$ cat config.mk
export PLATFORM = sky130hd
export DESIGN_NAME = updown_counter_mod
export DESIGN_NICKNAME = d
export VERILOG_FILES = /design/src/rtl/updown_counter_pkg.sv /design/src/rtl/updown_counter_next.sv /design/src/rtl/updown_counter_mod.sv
export SDC_FILE = /design/constraint.sdc
export NUM_CORES = 1
export LEC_CHECK = 0
export ABC_AREA = 1
export CORE_MARGIN = 10
export CORE_UTILIZATION = 50
export CTS_CLUSTER_SIZE = 24
export DETAILED_ROUTE_END_ITERATION = 16
export GPL_TIMING_DRIVEN = 0
export PLACE_DENSITY = 0.78
export SYNTH_ARGS = -nofsm -noshare
export SYNTH_HDL_FRONTEND = slang
export SYNTH_SLANG_ARGS = --single-unit
export TNS_END_PERCENT = 50
$ cat constraint.sdc
create_clock -name clk -period 4.2 [get_ports clk]
set_input_delay 0.84 -clock clk [delete_from_list [all_inputs] [get_ports clk]]
set_output_delay 0.84 -clock clk [all_outputs]
set_load 0.02 [all_outputs]
$ cat src/rtl/updown_counter_pkg.sv
// Shared types and constants for the up/down counter.
// The optional snapshot register is enabled by defining UPDOWN_COUNTER_SNAPSHOT_EN.
package updown_counter_pkg;

    // RUN advances the counter; HALT freezes it after a one-shot terminal event
    typedef enum logic {
        RUN  = 1'b0,
        HALT = 1'b1
    } cnt_state_t;

    localparam logic DIR_UP   = 1'b1;
    localparam logic DIR_DOWN = 1'b0;

endpackage

$ cat src/rtl/updown_counter_next.sv
// Combinational step function: given the current count, direction and modulus,
// produce the wrapped next value and flag a terminal event.
module updown_counter_next
    import updown_counter_pkg::*;
#(
    parameter int WIDTH = 16
) (
    input  logic [WIDTH-1:0] count,
    input  logic             up_dn,
    input  logic [WIDTH-1:0] mod_max,
    output logic [WIDTH-1:0] next_count,
    output logic             terminal
);

    // Up counts wrap to 0 once at or past mod_max; down counts wrap to mod_max from 0.
    // A value above mod_max (only reachable by load) still decrements normally.
    always_comb begin
        next_count = count;
        terminal   = 1'b0;
        if (up_dn == DIR_UP) begin
            if (count >= mod_max) begin
                terminal   = 1'b1;
                next_count = '0;
            end else begin
                next_count = count + WIDTH'(1);
            end
        end else begin
            if (count == '0) begin
                terminal   = 1'b1;
                next_count = mod_max;
            end else begin
                next_count = count - WIDTH'(1);
            end
        end
    end

endmodule

$ cat src/rtl/updown_counter_mod.sv
// Loadable up/down modulo counter with terminal-count pulse and one-shot halt.
// Define UPDOWN_COUNTER_SNAPSHOT_EN to add the capture input and snap output.
module updown_counter_mod
    import updown_counter_pkg::*;
#(
    parameter int               WIDTH     = 16,
    parameter logic [WIDTH-1:0] RESET_VAL = '0
) (
    input  logic             clk,
    input  logic             reset,
    input  logic             en,
    input  logic             clear,
    input  logic             load,
    input  logic [WIDTH-1:0] load_data,
    input  logic             up_dn,
    input  logic [WIDTH-1:0] mod_max,
    input  logic             one_shot,
    output logic [WIDTH-1:0] count,
    output logic             tc,
    output logic             done
`ifdef UPDOWN_COUNTER_SNAPSHOT_EN
    ,
    input  logic             capture,
    output logic [WIDTH-1:0] snap
`endif
);

    cnt_state_t       state_q;
    cnt_state_t       state_d;
    logic [WIDTH-1:0] count_d;
    logic             tc_d;
    logic [WIDTH-1:0] step_next;
    logic             step_terminal;

    updown_counter_next #(
        .WIDTH (WIDTH)
    ) u_next (
        .count      (count),
        .up_dn      (up_dn),
        .mod_max    (mod_max),
        .next_count (step_next),
        .terminal   (step_terminal)
    );

    // Next-state logic: clear beats load beats an enabled step; HALT ignores stepping
    always_comb begin
        state_d = state_q;
        count_d = count;
        tc_d    = 1'b0;
        if (clear) begin
            count_d = RESET_VAL;
            state_d = RUN;
        end else if (load) begin
            count_d = load_data;
            state_d = RUN;
        end else if (en && (state_q == RUN)) begin
            if (step_terminal) begin
                tc_d = 1'b1;
                if (one_shot) begin
                    // Park on the terminal value rather than the wrap value
                    count_d = (up_dn == DIR_UP) ? mod_max : '0;
                    state_d = HALT;
                end else begin
                    count_d = step_next;
                end
            end else begin
                count_d = step_next;
            end
        end
    end

    // State, count and terminal-pulse registers
    always_ff @(posedge clk) begin
        if (reset) begin
            state_q <= RUN;
            count   <= RESET_VAL;
            tc      <= 1'b0;
        end else begin
            state_q <= state_d;
            count   <= count_d;
            tc      <= tc_d;
        end
    end

    assign done = (state_q == HALT);

`ifdef UPDOWN_COUNTER_SNAPSHOT_EN
    // Snapshot of the pre-update count, independent of enable, FSM state and clear
    always_ff @(posedge clk) begin
        if (reset) begin
            snap <= '0;
        end else if (capture) begin
            snap <= count;
        end
    end
`endif

endmodule

# [Yosys cells after proc, flatten, opt, wreduce, memory -nomap -nowiden]
# Index checks and enable logic that the tools add are counted.
[op_classes] n_mux=12 reduce_logical=7 n_lt_le_gt_ge=1 n_addsub=2 bitwise_logic=2
[ops] operator="16-bit 2-to-1 mux" count=8
[ops] operator="16-bit by 1-bit adder with 16-bit output, second input constant" count=1
[ops] operator="16-bit greater-or-equal comparator" count=1
[ops] operator="16-bit logical NOT" count=1
[ops] operator="16-bit by 1-bit subtractor with 16-bit output, second input constant" count=1
[ops] operator="1-bit 2-to-1 mux" count=4
[ops] operator="4-bit OR reduction" count=1
[ops] operator="3-bit AND reduction" count=1
[ops] operator="3-bit OR reduction" count=1
[ops] operator="1-bit NOT" count=2
[ops] operator="2-bit nonzero test" count=1
[ops] operator="2-bit OR reduction" count=1
[ops] operator="1-bit logical AND" count=1
[word_totals] inputBits=39 reg_bits=18 out_inout_bits=18 wordCells=27

# [Depth between registers and ports, before layout]
[depth] ltp_word=7 depth_mapped=17 depth_no_buf=17

# [Hierarchy]
# A second synthesis with hierarchy kept.
[unflattened] hier_cells=534 area_unflattened_um2=3125.5
[by_module_without_submodules] mod="updown_counter_next" instances=1 seq_area_each_um2=0.0 area_per_inst_um2=1810.5 cells_each=331
[by_module_without_submodules] mod="updown_counter_mod" instances=1 seq_area_each_um2=360.3 area_per_inst_um2=1315.0 cells_each=203

# [Worst setup path before layout]
# OpenSTA, ideal clock, no wires.
[synth_path] path_kind="input port to flip-flop" start="input mod_max[11]" end="register count[11]" path_slack_ns=1.871 required_time_ns=4.068 path_buffers=1 arrival_time_ns=2.197 cell_stages=12 setup_ns=0.132 cell_sequence="inv_1 > ha_1 > nand2_1 > o21ai_0 > a21oi_4 > nand2_2 > nand3_4 > buf_6 > nand2_1 > nand3_1 > nand2_1 > a21oi_1"
[synth_via] elab_chain_len=7 word_cells_on_any_way=11 classes_between="order compare: 1; mux: 10"
[synth_lines] element="from (decl)" line="updown_counter_mod.sv:16" text="input logic [WIDTH-1:0] mod_max,"
[synth_lines] element="16-bit greater-or-equal comparator" line="updown_counter_next.sv:21" text="if (count >= mod_max) begin"
[synth_lines] element="16-bit 2-to-1 mux" line="updown_counter_next.sv:21"
[synth_lines] element="16-bit 2-to-1 mux" line="updown_counter_next.sv:20" text="if (up_dn == DIR_UP) begin"
[synth_lines] element="16-bit 2-to-1 mux" line="updown_counter_mod.sv:59" text="if (one_shot) begin"
[synth_lines] element="16-bit 2-to-1 mux *" line="updown_counter_mod.sv:57" text="if (step_terminal) begin"
[synth_lines] element="16-bit 2-to-1 mux *" line="updown_counter_mod.sv:56" text="end else if (en && (state_q == RUN)) begin"
[synth_lines] element="16-bit 2-to-1 mux *" line="updown_counter_mod.sv:53" text="end else if (load) begin"
[synth_lines] element="to (signal assigned)" line="updown_counter_mod.sv:80" text="count <= count_d;"
[synth_lines] element="to (decl)" line="updown_counter_mod.sv:18" text="output logic [WIDTH-1:0] count,"
# Every way passes the cells marked *; elsewhere a longest branch is shown, timed or not. The select of a mux whose other input is x is not followed.
# A chain may end at the register's enable or synchronous reset.

# [Worst setup path after layout]
[layout_path] start="input mod_max[6]" end="register count[8]"
[layout_via] elab_chain_len=7 word_cells_on_any_way=9 classes_between="order compare: 1; mux: 8"
[layout_lines] element="16-bit greater-or-equal comparator *" line="updown_counter_next.sv:21"
[layout_lines] element="16-bit 2-to-1 mux" line="updown_counter_next.sv:21"
[layout_lines] element="16-bit 2-to-1 mux" line="updown_counter_next.sv:20"
[layout_lines] element="16-bit 2-to-1 mux" line="updown_counter_mod.sv:59"
[layout_lines] element="16-bit 2-to-1 mux *" line="updown_counter_mod.sv:57"
[layout_lines] element="16-bit 2-to-1 mux *" line="updown_counter_mod.sv:56"
[layout_lines] element="16-bit 2-to-1 mux *" line="updown_counter_mod.sv:53"
# Marked as above.

==> metrics.csv <==
stage,metric,value,unit
outcome,status,"complete, no violations",
clocking,clock-sinks,18,
placed_design,dpl.hpwl,7810,µm
finish,insertedDiodeCount,0,
setup_path,critPathCaptureType,flip-flop,
route,drc,0,
clocking,cts_made_buffers,3,
finish,finalCoreUtilization,0.635,
sta,finalSetupViolCount,0,
pwr,p_comb_frac,0.544,
finish,nFillCells,547,
pwr,p_clk_frac,0.201,
pwr,intPower,427,µW
sta,worst_pin_slew,0.516,ns
job,cap_violations,0,
pwr,p_per_area,224,mW/mm²
pwr,ir_worst_vdd,0.000179,V
setup_path,cp_max_fo,10,
route,post_drt_wl_per_cell,15.8,µm
synthesis,yosys-top-cells-area,"nand2_1 20%, dfxtp_1 13%, inv_1 9.8%",
pwr,switching_share,0.451,
placed_design,gp_congestion,0.961,
pwr,switchingPower,350,µW
sta,period_needed,2.95,ns
sta,max_freq,339,MHz
floorplan,io_pins,57,
min_path,hold_class,flip-flop to flip-flop,
pwr,seqPwrFrac,0.255,
synthesis,syn-num-nets,553,
synthesis,async_flop_share,0,
clocking,worstSkewPairLatency,0.27,ns
finish,nNetsFinal,612,
floorplan,die_h,94.7,µm
sta,whs,0.474,ns
sta,slew_headroom,0.656,
sta,fin_setup_tns,0,ns
clocking,htree_levels,1,
route,vias,3387,
sta,period_share,0.702,
floorplan,initial_core_util,0.510,
route,ant_nets,0,
clocking,hold_buffers,0,
clocking,clock_path_buffers,2,
grt,antenna_found_initial,0,
route,drt_iter0_markers,271,
pwr,leakage,1.77,nW
synthesis,synth_area,0.00279,mm²
clocking,cts_tree,done,
setup_path,worstSetupPathType,primary input to flip-flop,
floorplan,die_x,94.7,µm
floorplan,core,0.00547,mm²
synthesis,synth_edf_count,0,
floorplan,die-area,0.00897,mm²
clocking,cts_root_buf,clkbuf_8,
route,first_pass_iters,5,
route,finalWirelength,9850,µm
synthesis,synth_top_area_share,0.202,
grt,grt_max_degree,11,
grt,grt_overflow,0,
synthesis,ys_seq_area_frac,0.129,
grt,grt_pass1_vias,3210,
synthesis,syn_inst,495,
sta,fin_worst_skew,0.00363,ns
setup_path,required,4.34,ns
floorplan,row_count,27,
finish,drive_gt1_frac,0.0741,
placed_design,io_buffer_count,54,
sta,finalHoldViolCount,0,
setup_path,arrival,3.09,ns
grt,track_usage,0.222,
synthesis,yosys_warnings,0,
route,drt-vias-per-instance,5.42,
synthesis,synth_top_area_cell,nand2_1,
finish,syn_to_final_growth,24.6,%
sta,rsz0062_at_grt,no,
sta,slew_violations,0,
setup_path,startpoint_type,primary input,
clocking,ctsResizeCount,0,
clocking,post_cts_buffers,0,
synthesis,avgSynthCellArea,5.63,µm²
clocking,clk_pin_slew,0.08,ns
grt,grt_pass1_wl,16100,µm
synthesis,synthFlopType,dfxtp_1,
synthesis,yosys.cell_types.count,33,
synthesis,ys_seq_elements,18,
## Yosys cell counts (2+ instances only)
master / count
nor3_2: 2
inv_2: 3
xor2_1: 13
a21oi_1: 21
buf_6: 4
nand2_1: 150
o21ai_1: 2
buf_2: 5
dfxtp_1: 18
o211ai_1: 2
nand2_2: 4
inv_1: 73
nand3_1: 52
nand4_1: 17
nor2_4: 7
o21ai_0: 24
clkbuf_1: 8
nor3_1: 9
nand3_4: 2
nand3b_1: 3
clkinv_1: 2
nor2_1: 41
buf_4: 3
nand3_2: 3
ha_1: 19
## power by group through the flow
stage | clock, mW | sequential, mW | combinational, mW
finish | 0.156 | 0.198 | 0.423
global route | 0.159 | 0.198 | 0.470
CTS | 0.155 | 0.197 | 0.414
detailed placement | 0 | 0.201 | 0.412
global placement | 0 | 0.201 | 0.406
floorplan | 0 | 0.205 | 0.270
## path summary, 6_finish.rpt
kind | startpoint | to | slack (ns) | cells past startpoint
setup / recovery | mod_max[6] | count[8] | 1.25 | 17
hold / removal | done | done | 0.47 | 2
setup reg to reg | count[0] | count[8] | 1.79 | 14
hold reg to reg | done | done | 0.47 | 2
## placed cells by master, fill, tap and decap left out, types with 3 or more instances in the layout
master           Yosys  layout
a21oi_1             21      21
buf_2                5       5
buf_4                3       3
buf_6                4       4
clkbuf_1             8       8
clkbuf_8             0       4
clkdlybuf4s50_1      0      54
dfxtp_1             18      18
ha_1                19      19
inv_1               73      73
inv_2                3       3
nand2_1            150     150
nand2_2              4       4
nand3_1             52      52
nand3_2              3       3
nand3b_1             3       3
nand4_1             17      17
nor2_1              41      41
nor2_4               7       7
nor3_1               9       9
o21ai_0             24      24
xor2_1              13      13
## final cells by class
type	instances	area, µm²	share of cell area
well taps	72	90.1	0.0259
plain buffers	21	126	0.0364
flip-flops and latches	18	360	0.104
multi-input cells	378	2010	0.578
clock buffers	4	55.1	0.0158
inverters	78	293	0.0843
repair buffers	54	541	0.156
## flip-flops by register name (all words and copies together) (netlist names)
| signal | count |
|---|---|
| tc | 1 |
| done | 1 |
| count | 16 |
## per-layer routing
metal	vias to the layer above	share of wire	wire length, µm	track usage
met3	18	0.083	816	0.0357
li1	1696	-	-	-
met1	1504	0.46	4510	0.303
met2	169	0.44	4330	0.347
met4	0	0.020	201	0.0673
met5	-	0	0	0
## worst max-delay path, stage by stage
cell,delay (ns)
clkdlybuf4s50_1,0.57
inv_1,0.07
ha_1,0.27
nand2_1,0.05
inv_1,0.06
nand2_1,0.07
nor2_1,0.10
nor2_1,0.05
nand2_1,0.09
nand2_1,0.13
nand2_2,0.18
nand3_4,0.13
buf_6,0.18
nand2_1,0.07
nand3_1,0.08
nand2_1,0.10
a21oi_1,0.06
## metrics by stage
| stage | std cells | power [mW] | setup WS (ns) | instance area (µm²) |
|---|---|---|---|---|
| after floorplan | 495 | 0.475 | 1.87 | 2790 |
| after detailed placement | 621 | 0.612 | 0.942 | 3420 |
| final | 625 | 0.777 | 1.25 | 3470 |
| after CTS | 625 | 0.765 | 1.23 | 3470 |
| after global routing | 625 | 0.827 | 1.03 | 3470 |
| after global placement | 621 | 0.607 | 0.981 | 3420 |
## cells by family (layout without fill, tap and decap cells)
family,Yosys count,after routing,synth area share
buffers and inverters,99,157,0.150
adders and majority gates,19,19,0.0852
and+or+nand+nor,293,293,0.489
AOI/OAI and AO/OA,52,52,0.102
DFF,18,18,0.129
xor gates and xnor gates,14,14,0.0440
Note: power is estimated with default switching activity, not from simulation.
